## config.mk

```make
export PLATFORM = sky130hd
export DESIGN_NAME = rr_dispatch
export DESIGN_NICKNAME = d
export VERILOG_FILES = /design/src/rtl/rr_dispatch_pkg.sv /design/src/rtl/fifo_sinc.sv /design/src/rtl/rr_dispatch.sv
export SDC_FILE = /design/constraint.sdc
export NUM_CORES = 1
export LEC_CHECK = 0
export ABC_AREA = 1
export BUFFER_PORTS_ARGS = -buffer_cell sky130_fd_sc_hd__buf_2
export CAP_MARGIN = 15
export CORE_MARGIN = 1
export CORE_UTILIZATION = 60
export CTS_CLUSTER_DIAMETER = 60
export CTS_CLUSTER_SIZE = 20
export DETAILED_ROUTE_END_ITERATION = 6
export PLACE_DENSITY = 0.89
export SYNTH_ARGS = -nofsm -noshare
export SYNTH_HDL_FRONTEND = slang
export SYNTH_SLANG_ARGS = --single-unit
```

## constraint.sdc

```tcl
create_clock -name clk -period 3.1 [get_ports clk]
set_input_delay 0.155 -clock clk [delete_from_list [all_inputs] [get_ports clk]]
set_output_delay 0.155 -clock clk [all_outputs]
set_load 0.01 [all_outputs]
```

## src/rtl/rr_dispatch_pkg.sv

```systemverilog
// Shared types and helpers for the round-robin dispatcher: FSM state,
// channel count and the cyclic channel search.
package rr_dispatch_pkg;

  localparam int NCH = 4;

  typedef enum logic {
    IDLE = 1'b0,
    SEND = 1'b1
  } state_t;

  // First enabled channel at or after ptr, wrapping around; returns ptr if none is enabled.
  function automatic logic [1:0] next_chan(input logic [NCH-1:0] mask, input logic [1:0] ptr);
    logic [1:0] idx;
    next_chan = ptr;
    for (int i = NCH - 1; i >= 0; i--) begin
      idx = ptr + 2'(i);
      if (mask[idx]) next_chan = idx;
    end
  endfunction

endpackage

```

## src/rtl/fifo_sinc.sv

```systemverilog
// Synchronous single-clock FIFO with show-ahead head word. DEPTH must be a power of 2 (>= 2);
// pointers wrap naturally and an occupancy counter resolves full/empty.
module fifo_sinc #(
  parameter int WIDTH = 4,
  parameter int DEPTH = 4
) (
  input  logic             clk,
  input  logic             reset,
  input  logic             push,
  input  logic             pop,
  input  logic [WIDTH-1:0] din,
  output logic [WIDTH-1:0] dout,
  output logic             full,
  output logic             empty
);

  localparam int AW = $clog2(DEPTH);

  logic [WIDTH-1:0] mem [DEPTH];
  logic [AW-1:0]    wr_ptr;
  logic [AW-1:0]    rd_ptr;
  logic [AW:0]      count;
  logic             wr_en;
  logic             rd_en;

  // A full FIFO refuses writes even when a pop frees a slot in the same cycle.
  assign wr_en = push & ~full;
  assign rd_en = pop & ~empty;
  assign full  = (count == (AW + 1)'(DEPTH));
  assign empty = (count == '0);
  assign dout  = mem[rd_ptr];

  always_ff @(posedge clk or posedge reset) begin
    if (reset) begin
      wr_ptr <= '0;
      rd_ptr <= '0;
      count  <= '0;
    end else begin
      if (wr_en) wr_ptr <= wr_ptr + 1'b1;
      if (rd_en) rd_ptr <= rd_ptr + 1'b1;
      case ({wr_en, rd_en})
        2'b10:   count <= count + 1'b1;
        2'b01:   count <= count - 1'b1;
        default: count <= count;
      endcase
    end
  end

  always_ff @(posedge clk) begin
    if (wr_en) mem[wr_ptr] <= din;
  end

endmodule

```

## src/rtl/rr_dispatch.sv

```systemverilog
// Round-robin dispatcher: buffers upstream words and hands each one to the next
// enabled consumer channel, holding the transfer until that channel acknowledges.
module rr_dispatch
  import rr_dispatch_pkg::*;
#(
  parameter int WIDTH = 4,
  parameter int DEPTH = 4
) (
  input  logic             clk,
  input  logic             reset,
  input  logic [WIDTH-1:0] entrada,
  input  logic             in_valid,
  output logic             in_ready,
  input  logic [NCH-1:0]   mask,
  output logic [WIDTH-1:0] dado,
  output logic [1:0]       sel,
  output logic             out_valid,
  input  logic [NCH-1:0]   ack,
  output logic [7:0]       enviados
);

  state_t           state;
  logic [1:0]       ptr;
  logic [WIDTH-1:0] fifo_head;
  logic             fifo_full;
  logic             fifo_empty;
  logic             fifo_push;
  logic             fifo_pop;

  assign in_ready  = ~fifo_full;
  assign fifo_push = in_valid & in_ready;
  // The word stays in the FIFO while in flight; it leaves only when its channel accepts it.
  assign fifo_pop  = (state == SEND) & ack[sel];

  fifo_sinc #(
    .WIDTH(WIDTH),
    .DEPTH(DEPTH)
  ) u_fifo (
    .clk  (clk),
    .reset(reset),
    .push (fifo_push),
    .pop  (fifo_pop),
    .din  (entrada),
    .dout (fifo_head),
    .full (fifo_full),
    .empty(fifo_empty)
  );

  always_ff @(posedge clk or posedge reset) begin
    if (reset) begin
      state     <= IDLE;
      ptr       <= 2'd0;
      dado      <= '0;
      sel       <= 2'd0;
      out_valid <= 1'b0;
      enviados  <= 8'd0;
    end else begin
      case (state)
        IDLE: begin
          if (!fifo_empty && (mask != '0)) begin
            dado      <= fifo_head;
            sel       <= next_chan(mask, ptr);
            out_valid <= 1'b1;
            state     <= SEND;
          end
        end
        SEND: begin
          // Mask changes are ignored here; only the selected channel's ack completes the transfer.
          if (ack[sel]) begin
            ptr       <= sel + 2'd1;
            enviados  <= enviados + 8'd1;
            out_valid <= 1'b0;
            state     <= IDLE;
          end
        end
        default: state <= IDLE;
      endcase
    end
  end

endmodule

```

* Word-level counts from Yosys, hierarchy flattened *
Memory sizes are Yosys's and may differ from the RTL's. A register that Yosys moved wholly into a read port is not among the register bits.
Cells that the tools add are included.

storage, ports and cells
  register bits = 21
  memory bits (writable) = 16
  input bits = 15
  output and inout bits = 16
  word-level logic and storage cells = 66
  memories = 1

cells by class
  $add $sub $neg = 9
  order comparisons = 5
  eq/ne operators = 5
  multiplexer cells = 23
  bitwise gates (word level) = 7
  reductions and logical operators = 8

memories
  memory      words  bits a word  rd ports  clocked after memory_dff  wr ports  RTL line         RTL
  u_fifo.mem  4      4            1         1                         1         fifo_sinc.sv:19  logic [WIDTH-1:0] mem [DEPTH];

operator list
  kind                                                                           number
  2-bit by 3-bit less-than comparator with 1-bit output (second input constant)  5
  1-bit two-way mux                                                              11
  1-bit binary-select mux with 2-bit select                                      5
  2-bit by 1-bit adder with 2-bit output (second input constant)                 4
  8-bit by 1-bit adder with 8-bit output (second input constant)                 1
  2-bit two-way mux                                                              4
  3-bit case mux with 2 select lines                                             1
  2-bit AND reduction                                                            3
  2-bit adder (second input constant)                                            2
  1-bit AND                                                                      4
  1-bit case mux with 2 select lines                                             2
  4-bit nonzero test                                                             1
  3-bit by 1-bit adder with 3-bit output (second input constant)                 1
  3-bit == test (second input constant)                                          1
  3-bit zero test                                                                1
  1-bit NOT                                                                      3
  3-bit by 1-bit subtractor with 3-bit output (second input constant)            1
  2-bit by 1-bit == test with 1-bit output (second input constant)               1
  2-bit == test (second input constant)                                          1
  2-bit by 1-bit inequality test with 1-bit output (second input constant)       1
  2-bit inequality test (second input constant)                                  1
  2-bit nonzero test                                                             1
  1-bit logical AND                                                              1
  1-bit zero test                                                                1

* Logic depth before layout (Yosys ltp) *
Gate-level depths: netlist of run 1.

  word-level depth = 7
  mapped depth = 13
  mapped depth without buffers = 12

* Modules after synthesis *
A second synthesis of run 1 with hierarchy kept.

unflattened totals
  cell total of the unflattened synthesis = 242
  area total of the unflattened synthesis = 2118.3 um2

by module, submodules not included
  module       instances  cells each  area each (um2)
  fifo_sinc    1          108         1107.3
  rr_dispatch  1          134         1011.0

* Least setup slack after synthesis of run 1 *
No wires, ideal clock.

  path kind = register to register
  start = register sel[0]
  end = register u_fifo.count[2]
  library setup time = 0.125 ns
  data arrival time = 1.984 ns
  data required time = 2.975 ns
  slack = 0.991 ns
  cell stages (with the launch flop) = 14
  buffers on the path = 2
  path through = dfrtp_1 > buf_6 > nand2_1 > o211ai_1 > nand2_1 > nand2_2 > buf_6 > nor2_8 > ha_1 > inv_1 > fa_1 > a21oi_1 > o21ai_0 > xnor2_1

on the way
  cells in the longest elaborated chain, start to end = 6
  elaborated cells on any way between the ends = 8

ends and longest elaborated chain
  element                                                                    RTL line           RTL
  from (decl)                                                                rr_dispatch.sv:16  output logic [1:0] sel,
  from (signal assigned)                                                     rr_dispatch.sv:62  sel <= next_chan(mask, ptr);
  1-bit binary-select mux with 2-bit select *                                rr_dispatch.sv:33  assign fifo_pop = (state == SEND) & ack[sel];
  1-bit two-way mux (implied by the code) *                                  rr_dispatch.sv:33
  1-bit AND *                                                                rr_dispatch.sv:33
  1-bit AND *                                                                fifo_sinc.sv:28    assign rd_en = pop & ~empty;
  net u_fifo.rd_en                                                           fifo_sinc.sv:24    logic rd_en;
  2-bit by 1-bit == test with 1-bit output or 2-bit == test (tied branches)  fifo_sinc.sv:41    case ({wr_en, rd_en})
  3-bit case mux with 2 select lines or 2-bit nonzero test (tied branches)   --
  to (signal assigned)                                                       fifo_sinc.sv:42    2'b10: count <= count + 1'b1;
  to (signal assigned)                                                       fifo_sinc.sv:43    2'b01: count <= count - 1'b1;
  to (signal assigned)                                                       fifo_sinc.sv:44    default: count <= count;
  to (decl)                                                                  fifo_sinc.sv:22    logic [AW:0] count;

Mark *: on every way through the listed nets, which the timed path passes. The rest lies on a longest branch. The select of a mux whose other input is x is not followed.
A chain may end at the register's enable or synchronous reset.

* Worst setup path in the final report of run 1 *
Ends and elaborated chain as after synthesis.

==> flow_summary.yaml, run 1 <==
outcome:
  status: "finished with violations"
  violations: "negative hold slack"
route:
  drtIter0Drc: 77
  drt.antenna.violating_nets: 0
  wire_per_inst_um: 12.5
  dr_total_vias: 1555
  viasPerCell: 5.07
  drc: 0
  dr.pass1.iters: 4
  routed_wl_um: 3830
yosys:
  yosys-top-cells-area: "dfrtp_1 (30%), edfxtp_1 (23%), nand2_1 (13%)"
  synth_seq_cells: 41
  synth_cell_types: 29
  synth_top_area_share_pct: 30.0
  syn_avg_cell_area_um2: 9.20
  yosysTopAreaCell: "dfrtp_1"
  yosysWarnings: 0
  syn_area_mm2: 0.00209
  synth_nets: 249
  syn_inst: 227
  yosysSeqAreaShare_pct: 53.0
worst_hold_path:
  hp-class: "input pin to asynchronous set/reset pin"
critical_path:
  crit_cells: 11
  worstSetupStartpointType: "flip-flop"
  r2r_end: "u_fifo.count[2]$_DFFE_PP0P_"
  r2r_slack_ns: 0.85
  r2r-start: "sel[0]$_DFFE_PP0P_"
  crit_chain: "nand2_1 > o211ai_1 > nand2_1 > nand2_2 > nor2_8 > ha_1 > inv_1 > fa_1 > a21oi_1 > o21ai_0 > xnor2_1"
  crit_start: "sel[0]$_DFFE_PP0P_"
  path_class: "flip-flop to flip-flop"
  cpLargestDelayFamily: "simple AND/OR/NAND/NOR gates"
  required_ns: 3.35
  cpMostUsedCell: "nand2_1"
  reg2reg_depth: 11
  crit_end: "u_fifo.count[2]$_DFFE_PP0P_"
  worstPathBufferInverterCount: 1
  critical_path.max_stage_delay_ns: 0.48
  end_kind: "flip-flop"
  worstPathMaxFanout: 11
  slowest_stage: "dfrtp_1"
  cp.arrival_ns: 2.49
clock_tree:
  clk_pin_slew_ns: 0.12
  cts_tree: "built"
  clockBufferDepth: 2
  post_cts_buffers: 0
  cts_resized: 0
  cts.htree.levels: 2
  cts_sinks: 41
  clock-root-buffer: "clkbuf_4"
  holdBufCountCts: 0
  clk_latency_ns: 0.35
  numCtsBuffers: 5
cells_and_area:
  final_cell_mix: "nand2_1 (71), buf_2 (30), inv_1 (29), dfrtp_1 (25), nor2_1 (18)"
  fill_cells: 259
  syn2layout_area_growth_pct: 11.9
  final_common_cell: "nand2_1"
  final_util_pct: 70.0
  diodes: 0
  drive_above_1_share_pct: 17.2
  nets: 282
sta:
  max_slew_margin_pct: 39.6
  fin_crit_ns: 2.25
  finalSetupTns_ns: 0
  final-setup-viol-count: 0
  finalHoldViolations: 16
  holdWs_ns: -0.0222
  rsz0062_at_grt: "false"
  fmax_mhz: 445
  fin_crit_sh_pct: 72.5
  drv_slew: 0
  finalClockSkew_ns: 0.0179
  worstMarginPinSlew_ns: 0.906
grt:
  antenna_found_initial: 0
  grt-ovfl-total: 0
  grt_start_max_net_pins: 26
  grt_use_total_pct: 23.3
  grt_pass1_vias: 1401
  grt_pass1_wl_um: 5910
floorplanning:
  coreArea_mm2: 0.00334
  dieArea_mm2: 0.00372
  start_util_pct: 62.6
  rows: 21
  die_w_um: 61.0
  ios: 31
  fp.dieH_um: 61.0
power_and_ir_drop:
  p_per_area_mw_per_mm2: 1010
  peakVddDrop_v: 0.000506
  power.leakage_nw: 1.16
place:
  place_congestion: 0.751
  io_buffers: 30
  dp_hpwl_um: 2850
run:
  drv_cap: 0
-- kinds of logic after synthesis --
group	share of synthesized area, %
AO/OA/AOI/OAI	6.41
XOR/XNOR	5.81
adder cells (fa/ha/maj)	4.55
buffers and inverters	7.97
flip-flops	53.0
AND/OR/NAND/NOR	22.3
-- area by class of cell --
class                      count  area (um^2)  area share [%]
clock inverter                 1         5.00           0.214
inverter                      31          116            4.98
sequential                    41         1110            47.3
clock buffer                   7         66.3            2.84
timing repair buffer          32          170            7.28
multi-input combinational    149          816            34.9
tap                           46         57.6            2.46
-- worst min path at each step --
stage                           from                    endpoint  depth (start not counted)
final                          reset         dado[2]$_DFFE_PP0P_                          2
after global routing      entrada[0]  u_fifo.mem[0][0]$_DFFE_PP_                          1
after CTS                 entrada[3]  u_fifo.mem[3][3]$_DFFE_PP_                          1
after detailed placement  entrada[3]  u_fifo.mem[3][3]$_DFFE_PP_                          1
after global placement    entrada[3]  u_fifo.mem[1][3]$_DFFE_PP_                          1
after floorplan                reset         dado[0]$_DFFE_PP0P_                          1
-- sequential cells by signal, indices dropped and copies added (netlist names) --
| register | cells |
|---|---|
| u_fifo.wr_ptr | 2 |
| u_fifo.rd_ptr | 2 |
| sel | 2 |
| dado | 4 |
| u_fifo.mem | 16 |
| u_fifo.count | 3 |
| enviados | 8 |
| state | 1 |
| ptr | 2 |
| out_valid | 1 |
-- Yosys cell counts --
master and number:
a31oi_1 1, nor2_1 18, o211ai_1 2, inv_1 29, fa_1 1, nor3_1 2
nand2_1 71, nand3_1 9, xnor2_2 1, o21ai_0 12, a21oi_1 2, o32ai_1 4
ha_1 6, a21boi_1 1, nand4_1 2, edfxtp_1 16, nor3_4 1, nand2_4 1
xnor2_1 7, inv_2 2, nor2_8 1, buf_2 1, buf_1 1, buf_6 3
xor2_1 5, dfrtp_1 25, buf_4 1, nand3_2 1, nand2_2 1
-- metrics by stage --
step / instance area [um^2] / instances / total power, mW / setup slack [ns] / hold slack [ns]
after floorplan: 2090 / 227 / 1.81 / 0.991 / 0.182
after global placement: 2250 / 297 / 1.99 / 0.991 / 0.371
after detailed placement: 2250 / 297 / 2.05 / 0.884 / 0.376
after CTS: 2320 / 305 / 2.35 / 0.863 / 0.000411
after global routing: 2340 / 307 / 2.58 / 0.603 / 0.00831
final: 2340 / 307 / 2.35 / 0.852 / -0.0222
-- power by group --
part | total, mW | leakage, nW | internal, mW | switching [mW]
sequential | 0.968 | 0.450 | 0.767 | 0.201
clock | 0.301 | 0.0404 | 0.137 | 0.164
combinational | 1.08 | 0.673 | 0.417 | 0.664
total | 2.35 | 1.16 | 1.32 | 1.03
-- layer usage --
| metal | track usage (%) | vias to the layer above | share of wire, % |
|---|---|---|---|
| li1 | - | 786 | - |
| met1 | 26.2 | 720 | 42 |
| met2 | 40.8 | 39 | 51 |
| met3 | 4.48 | 10 | 4.4 |
| met4 | 14.0 | 0 | 2.3 |
| met5 | 0 | - | 0 |
Note: power is estimated with default switching activity, not from simulation.
==> inputs of run 2 (changes only) <==
ABC_AREA = 0   (was 1)
CORE_UTILIZATION = 49   (was 60)
PLACE_DENSITY = 0.8   (was 0.89)
clock period = 1.85 ns   (was 3.1 ns; I/O delays follow)
==> flow_summary.yaml, run 2 <==
critical_path:
  r2r_slack_ns: -0.09
  slowest_stage: "dfrtp_2"
  r2r_end: "u_fifo.count[2]$_DFFE_PP0P_"
  reg2reg_depth: 9
  required_ns: 2.06
  worstSetupStartpointType: "flip-flop"
  worstPathMaxFanout: 2
  end_kind: "flip-flop"
  cpMostUsedCell: "xor2_1"
  path_class: "flip-flop to flip-flop"
  crit_chain: "mux4_2 > nand2_4 > nor2_4 > ha_4 > inv_2 > fa_2 > xor2_1 > nor2_1 > xor2_1"
  cp.arrival_ns: 2.15
  r2r-start: "sel[0]$_DFFE_PP0P_"
  critical_path.max_stage_delay_ns: 0.41
cells_and_area:
  final_cell_mix: "buf_2 (30), dfrtp_1 (24), nand2_1 (21), edfxtp_1 (16), buf_4 (13)"
  seq_area_mm2: 0.00111
  multi_input_comb_area_um2: 712
  largest_reg_flops: 16
  nets: 215
  diodes: 0
  fin_cells: 240
  syn2layout_area_growth_pct: 22.5
  drive_above_1_share_pct: 32.5
  final_util_pct: 65.2
  fill_cells: 282
  reg_top3: "u_fifo.mem: 16 flops, enviados: 8 flops, dado: 4 flops"
  largest-register: "u_fifo.mem"
  final_common_cell: "buf_2"
sta:
  finalSetupTns_ns: -0.130
  fin_ws_ns: -0.0878
  max_slew_margin_pct: 68.3
  fin_crit_ns: 1.94
  drv_slew: 0
  final-setup-viol-count: 2
  rsz0062_at_grt: "true"
  worstMarginPinSlew_ns: 0.472
  finalHoldViolations: 0
  fin_crit_sh_pct: 105
  fmax_mhz: 516
  finalClockSkew_ns: 0.00370
power_and_ir_drop:
  p_total_mw: 3.71
  swShare_pct: 36.4
  p_clk_share_pct: 15.7
  switchingPower_mw: 1.35
  p_comb_share_pct: 41.6
  p_per_area_mw_per_mm2: 1640
  power.leakage_nw: 1.05
  peakVddDrop_v: 0.000706
  pwr-share-seq_pct: 42.7
  p_int_mw: 2.36
yosys:
  yosysTopAreaCell: "dfrtp_1"
  synth_cell_types: 33
  syn_avg_cell_area_um2: 12.7
  synthFlopType: "dfrtp_1"
  synth_most_common_cell: "dfrtp_1"
  synth_seq_cells: 41
  syn_inst: 145
  ys_top_cells_by_count: "dfrtp_1 (25), nand2_1 (21), edfxtp_1 (16)"
  yosysWarnings: 0
  yosys-top-cells-area: "dfrtp_1 (34%), edfxtp_1 (26%), mux4_2 (6.1%)"
  ys_async_sr_fraction_pct: 61.0
  syn_area_mm2: 0.00185
  synth_top_area_share_pct: 33.9
  yosysSeqAreaShare_pct: 59.9
  synth_edf_count: 16
  synth_nets: 167
grt:
  antenna_found_initial: 0
  grt_start_max_net_pins: 17
  grt_pass1_vias: 1291
  grt-ovfl-total: 0
  grt_pass1_wl_um: 6090
  grt_use_total_pct: 20.5
clock_tree:
  clock-root-buffer: "clkbuf_8"
  clk_pin_slew_ns: 0.07
  numCtsBuffers: 5
  cts_resized: 0
  cts_sinks: 41
  clk_latency_ns: 0.29
  cts.htree.levels: 2
  clockBufferDepth: 2
  post_cts_buffers: 0
  cts_tree: "built"
route:
  dr_total_vias: 1230
  routed_wl_um: 3580
  viasPerCell: 5.13
  drtIter0Drc: 33
  drc: 0
  drt.antenna.violating_nets: 0
  wire_per_inst_um: 14.9
  dr.pass1.iters: 4
place:
  place_congestion: 0.825
  dp_hpwl_um: 2730
  io_buffers: 30
  dpl.cell_count: 231
worst_hold_path:
  hp-start: "entrada[3]"
  hp-class: "input pin to flip-flop"
  hold_end: "u_fifo.mem[2][3]$_DFFE_PP_"
  holdPathStages: 1
floorplanning:
  fp.dieH_um: 63.4
  coreArea_mm2: 0.00347
  rows: 21
  start_util_pct: 53.2
  dieArea_mm2: 0.00402
  ios: 31
  die_w_um: 63.4
outcome:
  status: "finished with violations"
  violations: "negative setup slack"
run:
  drv_cap: 0
run 2: changes by cell type after synthesis, moves of 3 or more:
cell,before,now
inv_1,29,10
mux4_2,0,5
and3_1,0,4
nand3_1,9,2
o32ai_1,4,1
o21ai_0,12,4
nand2_1,71,21
nor2_1,18,5
and2_1,0,3
run 2: through the flow:
stage	hold slack, ns	instance area [um^2]	worst slack [ns]
2_1_floorplan	0.120	1880	-0.147
3_3_place_gp	0.0724	2160	-0.0519
3_5_place_dp	0.0870	2160	-0.103
4_1_cts	0.0196	2260	-0.106
5_1_grt	0.0157	2260	-0.238
6_report	0.0309	2260	-0.0878
run 2: per-layer routing:
layer,share of wire [%],track usage (%),vias to the layer above,routed length (um)
li1,-,-,598,-
met2,54,36.7,29,1930
met1,41,23.5,601,1470
met4,0.64,4.26,0,23
met3,4.4,6.88,2,156
met5,0,0,-,0
run 2: repair_timing:
item	CTS	global route
setup endpoints to repair	2	2
pin swaps	1	0
hold endpoints to repair	9	0
hold buffers	1	0
run 2: cell families after synthesis:
kind of cell | count (synthesis) | share of synthesized area [%]
AO/OA/AOI/OAI | 13 | 4.34
XOR/XNOR | 14 | 6.64
adder cells (fa/ha/maj) | 7 | 5.15
buffers and inverters | 13 | 3.05
flip-flops | 41 | 59.9
multiplexers | 7 | 7.25
AND/OR/NAND/NOR | 50 | 13.7
run 2: how the worst max path moves through the flow:
| stage | end | from | slack (ns) |
|---|---|---|---|
| final | u_fifo.count[2]$_DFFE_PP0P_ | sel[0]$_DFFE_PP0P_ | -0.09 |
| after global routing | u_fifo.count[2]$_DFFE_PP0P_ | sel[0]$_DFFE_PP0P_ | -0.24 |
| after CTS | u_fifo.count[2]$_DFFE_PP0P_ | sel[0]$_DFFE_PP0P_ | -0.11 |
| after detailed placement | u_fifo.count[2]$_DFFE_PP0P_ | sel[0]$_DFFE_PP0P_ | -0.10 |
| after global placement | u_fifo.count[2]$_DFFE_PP0P_ | sel[0]$_DFFE_PP0P_ | -0.05 |
| after floorplan | u_fifo.count[2]$_DFFE_PP0P_ | sel[0]$_DFFE_PP0P_ | -0.15 |
run 2: cell type report:
class / count / share of cell area, %
Clock buffer: 8 / 3.98
Inverter: 10 / 1.66
Multi-Input combinational cell: 91 / 31.5
Sequential cell: 41 / 48.9
Tap cell: 46 / 2.54
Timing Repair Buffer: 44 / 11.4
run 2: worst max-delay path: cells and delay by family, from the launching register on:
kind	cells	cell delay, ns
fa+ha+maj	2	0.46
flops	1	0.41
mux	1	0.38
xor+xnor	2	0.29
simple gates	3	0.27
buf+inv	1	0.03
run 2: power groups by stage:
stage / combinational [mW] / clock, mW / sequential, mW
after floorplan: 0.983 / 0 / 1.59
after global placement: 1.46 / 0 / 1.56
after detailed placement: 1.55 / 0 / 1.60
after CTS: 1.56 / 0.599 / 1.58
after global routing: 1.71 / 0.645 / 1.63
final: 1.54 / 0.585 / 1.59
==> inputs of run 3 (changes only) <==
CELL_PAD_IN_SITES_DETAIL_PLACEMENT = 0   (was unset)
CELL_PAD_IN_SITES_GLOBAL_PLACEMENT = 1   (was unset)
CORE_UTILIZATION = 40   (was 49)
==> flow_summary.yaml, run 3 (same netlist as run 2, synthesis figures left out) <==
clock_tree:
  cts.htree.levels: 2
  cts_sinks: 41
  clk_pin_slew_ns: 0.08
  clock-root-buffer: "clkbuf_8"
  clockBufferDepth: 2
  clk_latency_ns: 0.29
  cts_resized: 0
  cts_tree: "built"
  numCtsBuffers: 5
outcome:
  status: "finished with violations"
  violations: "negative setup slack"
power_and_ir_drop:
  peakVddDrop_v: 0.000669
  p_per_area_mw_per_mm2: 1650
  power.leakage_nw: 1.07
cells_and_area:
  final_util_pct: 52.7
  reg_top3: "u_fifo.mem: 16 flops, enviados: 8 flops, dado: 4 flops"
  final_common_cell: "buf_2"
  drive_above_1_share_pct: 34.0
  largest_reg_flops: 16
  diodes: 0
  fill_cells: 371
  largest-register: "u_fifo.mem"
  final_cell_area_mm2: 0.00231
  final_cell_mix: "buf_2 (30), dfrtp_1 (24), nand2_1 (21), buf_4 (16), edfxtp_1 (16)"
  nets: 218
  syn2layout_area_growth_pct: 25.2
route:
  met3_length_um: 155
  dr_total_vias: 1224
  routed_wl_um: 3150
  wire_per_inst_um: 12.6
  drt.antenna.violating_nets: 0
  drc: 0
  dr.pass1.iters: 3
  maxUsedRoutingLayer: "met4"
  viasPerCell: 4.92
  wl_met1_um: 1380
  drtIter0Drc: 43
  wl_met2_um: 1560
sta:
  finalClockSkew_ns: 0.00498
  worstMarginPinSlew_ns: 0.441
  fin_crit_sh_pct: 105
  final-setup-viol-count: 2
  fmax_mhz: 515
  fin_crit_ns: 1.94
  fin_ws_ns: -0.0903
  max_slew_margin_pct: 70.3
  finalHoldViolations: 0
  drv_slew: 0
  rsz0062_at_grt: "true"
critical_path:
  path_class: "flip-flop to flip-flop"
  worstSetupStartpointType: "flip-flop"
  slowest_stage: "dfrtp_2"
  cp.arrival_ns: 2.16
  cpMostUsedCell: "xor2_1"
  worstPathMaxFanout: 2
  r2r_slack_ns: -0.09
  crit_chain: "mux4_2 > nand2_4 > nor2_4 > ha_4 > inv_2 > fa_2 > xor2_1 > nor2_1 > xor2_1"
  critical_path.max_stage_delay_ns: 0.41
  end_kind: "flip-flop"
  required_ns: 2.07
grt:
  antenna_found_initial: 0
  grt-ovfl-total: 0
  grt_pass1_vias: 1263
  grt_pass1_wl_um: 5620
  grt_use_total_pct: 14.7
  grt_start_max_net_pins: 26
floorplanning:
  fp.dieH_um: 69.9
  die_w_um: 69.9
  ios: 31
  start_util_pct: 42.1
  rows: 24
  dieArea_mm2: 0.00489
  coreArea_mm2: 0.00438
place:
  io_buffers: 30
  placed_area_mm2: 0.00217
  dp_hpwl_um: 2430
  place_congestion: 0.793
  pre_cts_slack_ns: -0.109
worst_hold_path:
  hp-class: "input pin to flip-flop"
run:
  drv_cap: 0
-- run 3: cell types whose count changed in the layout (fill, tap and decap cells not counted) --
cell,change
clkinv_1,+1
clkinvlp_4,+1
clkbuf_8,-1
clkbuf_1,-2
bufinv_16,+1
buf_4,+3
-- run 3: path summary, 6_finish.rpt --
kind,from,cells after the start,endpoint
worst max register to register,sel[0]$_DFFE_PP0P_,9,u_fifo.count[2]$_DFFE_PP0P_
worst min-delay path,entrada[0],1,u_fifo.mem[1][0]$_DFFE_PP_
worst min register to register,enviados[7]$_DFFE_PP0P_,1,enviados[7]$_DFFE_PP0P_
worst max-delay path,sel[0]$_DFFE_PP0P_,9,u_fifo.count[2]$_DFFE_PP0P_
max in group asynchronous,reset,4,sel[0]$_DFFE_PP0P_
min in group asynchronous,reset,4,enviados[7]$_DFFE_PP0P_
-- run 3: through the flow --
stage / setup TNS (ns) / power (mW) / instances / hold WS (ns)
2_1_floorplan: -0.265 / 2.57 / 145 / 0.120
3_3_place_gp: -0.0502 / 3.03 / 237 / 0.153
3_5_place_dp: -0.128 / 3.12 / 237 / 0.158
4_1_cts: -0.162 / 3.82 / 246 / 0.00546
5_1_grt: -0.286 / 4.11 / 249 / 0.0164
6_report: -0.122 / 3.81 / 249 / 0.0150
-- run 3: what timing repair did --
item                                   in CTS  in global routing
setup endpoints to repair                   2                  2
buffers inserted                            0                  3
pin swaps                                   1                  0
hold buffers                                1                  0
endpoints found under the hold margin      25                  0
-- run 3: cell type report --
class	instances	area (um^2)	share of cell area (%)
multi-input combinational	91	712	30.8
clock inverter	3	41.3	1.79
timing repair buffer	47	280	12.1
tap	52	65.1	2.81
clock buffer	5	68.8	2.98
sequential	41	1110	47.9
inverter	10	37.5	1.62
-- run 3: report_power, final --
group / switching, mW / internal (mW) / leakage (nW)
Clock: 0.294 / 0.397 / 0.0518
Sequential: 0.280 / 1.28 / 0.449
Combinational: 0.745 / 0.811 / 0.568
Total: 1.32 / 2.49 / 1.07
-- run 3: critical path: cells and delay by family, from the launching register on --
family,cells,cell delay [ns]
adders and majority gates,2,0.48
muxes,1,0.38
DFF,1,0.41
buffers and inverters,1,0.04
xor gates and xnor gates,2,0.28
and+or+nand+nor,3,0.27
-- run 3: layer usage --
metal / track usage, % / up-vias
li1: - / 604
met1: 16.6 / 588
met2: 25.0 / 25
met3: 5.05 / 7
met4: 6.44 / 0
met5: 0 / -
